<file path="src/rtl/lwdo_stream_pkg.sv">
// Shared constants and helpers for the lwdo byte-stream blocks.
package lwdo_stream_pkg;

    localparam int BYTE_BITS = 8;

    // Width of a counter that must hold every value 0..n_bytes.
    function automatic int cnt_width(input int n_bytes);
        return $clog2(n_bytes + 1);
    endfunction

endpackage

</file>
<file path="src/rtl/word_ser.sv">
// word_ser: WORD_BITS-wide valid/ready words in, one 8-bit byte per clock out, no bubbles between words.
// Define WORD_SER_MSB_FIRST_EN for MSB-first byte order; the default build emits LSB first.
module word_ser
    import lwdo_stream_pkg::*;
#(
    parameter int WORD_BITS = 32
) (
    input  logic                 i_clk,
    input  logic                 i_rst_n,
    input  logic [WORD_BITS-1:0] i_data,
    input  logic                 i_valid,
    output logic                 o_ready,
    output logic [7:0]           o_data,
    output logic                 o_valid,
    input  logic                 i_ready
);

    localparam int                N_BYTES = WORD_BITS / BYTE_BITS;
    localparam int                CNT_W   = cnt_width(N_BYTES);
    localparam logic [CNT_W-1:0]  CNT_FULL = CNT_W'(N_BYTES);
    localparam logic [CNT_W-1:0]  CNT_ONE  = CNT_W'(1);

    logic [WORD_BITS-1:0] sr_q, sr_d;
    logic [CNT_W-1:0]     cnt_q, cnt_d;
    logic                 in_xfer;
    logic                 out_xfer;

    // o_ready looks at i_ready so the next word loads on the edge that sends the last byte.
    always_comb begin
        o_valid  = (cnt_q != '0);
        o_ready  = i_rst_n && ((cnt_q == '0) || ((cnt_q == CNT_ONE) && i_ready));
        in_xfer  = i_valid && o_ready;
        out_xfer = o_valid && i_ready;
`ifdef WORD_SER_MSB_FIRST_EN
        o_data   = sr_q[WORD_BITS-1 -: BYTE_BITS];
`else
        o_data   = sr_q[BYTE_BITS-1:0];
`endif
    end

    always_comb begin
        sr_d  = sr_q;
        cnt_d = cnt_q;
        if (in_xfer) begin
            sr_d  = i_data;
            cnt_d = CNT_FULL;
        end else if (out_xfer) begin
`ifdef WORD_SER_MSB_FIRST_EN
            sr_d  = sr_q << BYTE_BITS;
`else
            sr_d  = sr_q >> BYTE_BITS;
`endif
            cnt_d = cnt_q - CNT_ONE;
        end
    end

    always_ff @(posedge i_clk or negedge i_rst_n) begin
        if (!i_rst_n) begin
            sr_q  <= '0;
            cnt_q <= '0;
        end else begin
            sr_q  <= sr_d;
            cnt_q <= cnt_d;
        end
    end

endmodule

</file>
<file path="config.mk">
export PLATFORM = sky130hd
export DESIGN_NAME = word_ser
export DESIGN_NICKNAME = d
export VERILOG_FILES = /design/src/rtl/lwdo_stream_pkg.sv /design/src/rtl/word_ser.sv
export SDC_FILE = /design/constraint.sdc
export NUM_CORES = 1
export LEC_CHECK = 0
export BUFFER_PORTS_ARGS = -buffer_cell sky130_fd_sc_hd__buf_2
export CORE_MARGIN = 2
export CORE_UTILIZATION = 30
export CTS_CLUSTER_DIAMETER = 30
export CTS_CLUSTER_SIZE = 8
export DETAILED_ROUTE_END_ITERATION = 8
export PLACE_DENSITY = 0.48
export SETUP_SLACK_MARGIN = 0.1
export SKIP_CTS_REPAIR_TIMING = 1
export SLEW_MARGIN = 20
export SYNTH_ARGS = -nofsm -noshare
export SYNTH_HDL_FRONTEND = slang
export SYNTH_SLANG_ARGS = --single-unit
</file>
<file path="constraint.sdc">
create_clock -name i_clk -period 1.55 [get_ports i_clk]
set_clock_uncertainty 0.05 [all_clocks]
set_input_delay 0.31 -clock i_clk [delete_from_list [all_inputs] [get_ports i_clk]]
set_output_delay 0.31 -clock i_clk [all_outputs]
set_load 0.05 [all_outputs]
</file>
==> flow_summary.rst <==
.. list-table::
   :header-rows: 1

   * - Metric
     - Value
   * - Worst reg2reg path startpoint
     - cnt_q[0]$_DFFE_PN0P_
   * - Avg Synthesized Cell Area
     - 9.01 um^2
   * - Crit path arrival time
     - 1.40 ns
   * - Bufs and invs on worst path
     - 3
   * - DRC marker count from the first detailed-route iteration
     - 118
   * - Worst setup margin
     - -0.215 ns
   * - Type of the worst min-delay path
     - in -> async
   * - Largest driver fanout on the critical path
     - 4
   * - Wire length per cell after detailed routing
     - 16.8 um
   * - Relative slew margins
     - 0.696
   * - Initial antenna violation count
     - 0
   * - Grt total ovfl
     - 0
   * - Final net count
     - 298
   * - Highest clock rate
     - 567 MHz
   * - Final worst path period need
     - 1.76 ns
   * - # Max-Cap Violations
     - 0
   * - Fraction of layout cells with a size suffix above 1
     - 0.371
   * - Area of the core
     - 6030 um^2
   * - Static leakage power
     - 1.09 nW
   * - Floorplan die area
     - 6990 um^2
   * - Clock transition at the registers of the reported paths
     - 0.07 ns
   * - Number of cells produced by synthesis
     - 211
   * - Number of storage elements in the synthesis netlist
     - 35
   * - Sequential element share of the synthesized area
     - 0.461
   * - TritonCTS Sinks
     - 35
   * - Number of antenna cells inserted
     - 0
   * - Synth Warn #
     - 0
   * - Family with the most delay on the worst path
     - flip-flops
   * - R2R cell count
     - 8
   * - Final clock period utilization by the worst path
     - 1.14
   * - Cell Chain, Critical Path
     - inv_2, ha_4, nor2b_4, inv_4, buf_8
   * - Final Hold Viols
     - 0
   * - Area of the mapped netlist
     - 1900 um^2
   * - I/O pin total
     - 46
   * - Failing checks
     - setup timing
   * - First-pass GRT wire length
     - 9050 um
   * - Peak ir drop on the vdd network
     - 0.000756 V
   * - DP Area
     - 2240 um^2
   * - Clock latency at the later pin of the worst-skew pair
     - 0.28 ns
   * - Total number of vias
     - 1830
   * - Longest Clk Path Bufs
     - 2
   * - Synth-to-layout area growth
     - 32.9%
   * - Number of input and output port buffers inserted
     - 45
   * - Detailed Routing Iterations Pass 1
     - 4
   * - DRT Wirelength
     - 5610 um
   * - Total global routing track utilization
     - 0.159
   * - Worst slack after detailed placement
     - -0.0293 ns
   * - Residual antenna-violating net count after detailed routing
     - 0
   * - Worst Max-Slew Pin Slew
     - 0.455 ns
   * - Final max-slew violation count
     - 0
   * - Largest net degree at the start of global routing
     - 34
   * - Placed wire-length estimate after detailed placement
     - 3560 um
   * - Kind of critical path
     - reg -> out
   * - Count of final setup violators
     - 27
   * - Total number of H-tree levels
     - 2
   * - Internal reg-to-reg setup slack
     - -0.13 ns
   * - Clock tree from TritonCTS
     - yes
   * - Die width
     - 83.6 um
   * - Die Height
     - 83.6 um
   * - CTS root buf
     - sky130_fd_sc_hd__clkbuf_8
   * - Final design area excluding fillers
     - 2530 um^2
   * - Setup repair after global routing missed its margin
     - true
   * - Largest incremental delay on the critical path
     - 0.43 ns
   * - Master of the slowest instance on the critical path
     - sky130_fd_sc_hd__dfrtp_1
   * - Post-Syn Nets
     - 250
   * - CTS buffer count
     - 5
   * - Startpoint kind of the worst setup timing path
     - flop
   * - Outcome
     - finished with violations
   * - Worst R2R End
     - cnt_q[2]$_DFFE_PN0P_
   * - Number of library cell types mapped by synthesis
     - 24
   * - Routability congestion estimate from global placement
     - 0.734
   * - Pwr per Cell Area
     - 1700 nW/um^2
   * - Count of unresolved DRC violations after routing
     - 0
   * - Crit path capture type
     - primary output
   * - Detailed-route vias per instance
     - 5.48
   * - Initial core utilization
     - 0.315
   * - Worst EP required
     - 1.19 ns
   * - Via count of the first global-routing pass
     - 1746
   * - Total number of placement rows
     - 28
[worst max path at each step]
stage	start	endpoint	slack [ns]	cells after the start
floorplan	cnt_q[0]$_DFFE_PN0P_	cnt_q[1]$_DFFE_PN0P_	0.07	6
global placement	i_valid	sr_q[28]$_DFFE_PN0P_	-0.008	4
detailed placement	i_valid	sr_q[26]$_DFFE_PN0P_	-0.03	4
CTS	cnt_q[0]$_DFFE_PN0P_	o_ready	-0.27	5
global route	cnt_q[0]$_DFFE_PN0P_	o_valid	-0.28	5
finish	cnt_q[0]$_DFFE_PN0P_	o_valid	-0.21	5
[placed cells by master (no fill, tap or decap)]
master	n
sky130_fd_sc_hd__buf_4	15
sky130_fd_sc_hd__dlygate4sd3_1	1
sky130_fd_sc_hd__a311oi_2	1
sky130_fd_sc_hd__nor3_4	1
sky130_fd_sc_hd__inv_1	1
sky130_fd_sc_hd__a31oi_1	25
sky130_fd_sc_hd__ha_1	1
sky130_fd_sc_hd__nand4_1	8
sky130_fd_sc_hd__nor2b_1	1
sky130_fd_sc_hd__o21ai_1	13
sky130_fd_sc_hd__buf_8	2
sky130_fd_sc_hd__nand3_2	4
sky130_fd_sc_hd__a21o_1	1
sky130_fd_sc_hd__buf_2	43
sky130_fd_sc_hd__nor4_1	24
sky130_fd_sc_hd__buf_12	4
sky130_fd_sc_hd__a21oi_1	2
sky130_fd_sc_hd__nand2b_1	1
sky130_fd_sc_hd__o21ai_2	2
sky130_fd_sc_hd__clkbuf_16	1
sky130_fd_sc_hd__clkbuf_8	6
sky130_fd_sc_hd__nand3_1	22
sky130_fd_sc_hd__o21ai_0	27
sky130_fd_sc_hd__nor2_4	1
sky130_fd_sc_hd__nor2b_4	1
sky130_fd_sc_hd__a21oi_4	1
sky130_fd_sc_hd__dfrtp_1	35
sky130_fd_sc_hd__clkinv_2	1
sky130_fd_sc_hd__inv_2	3
sky130_fd_sc_hd__inv_4	1
sky130_fd_sc_hd__buf_6	7
sky130_fd_sc_hd__and3_1	1
sky130_fd_sc_hd__ha_4	2
[power by group]
part | leakage, nW | switching (W) | internal, W
clock network | 0.0470 | 0.000328 | 0.000349
registers | 0.464 | 0.000178 | 0.00124
logic | 0.574 | 0.00128 | 0.000922
[area by class of cell]
| class | count | area (um^2) |
|---|---|---|
| inverter | 5 | 21.3 |
| sequential | 35 | 876 |
| multi-input combinational | 139 | 896 |
| fill | 621 | 3500 |
| clock inverter | 1 | 5.00 |
| timing repair buffer | 73 | 552 |
| tap | 75 | 93.8 |
| clock buffer | 6 | 82.6 |
[Yosys cell counts, drive strengths merged]
| library cell | instances | area, um^2 |
|---|---|---|
| ha | 3 | 37.5 |
| nor2 | 1 | 3.75 |
| a21o | 1 | 7.51 |
| a311oi | 1 | 8.76 |
| buf | 23 | 145 |
| nand2b | 1 | 6.26 |
| nor4 | 24 | 150 |
| o21ai | 42 | 210 |
| and3 | 1 | 6.26 |
| nand4 | 8 | 50.1 |
| nand3 | 26 | 135 |
| clkbuf | 9 | 33.8 |
| inv | 5 | 18.8 |
| nor2b | 2 | 20.0 |
| nor3 | 1 | 16.3 |
| a21oi | 3 | 18.8 |
| a31oi | 25 | 156 |
| dfrtp | 35 | 876 |
[stage by stage]
step	util	power (W)	setup TNS (ns)	hold slack (ns)	instances
floorplan	-	0.00286	0	-0.0356	211
global placement	0.371	0.00327	-0.0150	0.234	315
detailed placement	0.371	0.00328	-0.148	0.243	315
CTS	0.386	0.00396	-0.538	-0.0622	322
global route	0.419	0.00458	-4.43	0.111	334
finish	0.419	0.00429	-1.89	0.0559	334
[state kept, by name, indices dropped and copies added (netlist names)]
signal and count:
cnt_q 3, sr_q 32
[logic make-up after synthesis]
family                   Yosys count  share of synthesized area
flip-flops                        35                      0.461
adder cells (fa/ha/maj)            3                     0.0198
AO/OA/AOI/OAI                     72                      0.211
buffers and inverters             37                      0.104
AND/OR/NAND/NOR                   64                      0.204
[layer usage]
metal	wire length, um	GRT usage
met1	2740	0.242
met2	2580	0.229
met3	256	0.0366
met4	37	0.0352
met5	0	0
Note: power is estimated with default switching activity, not from simulation.
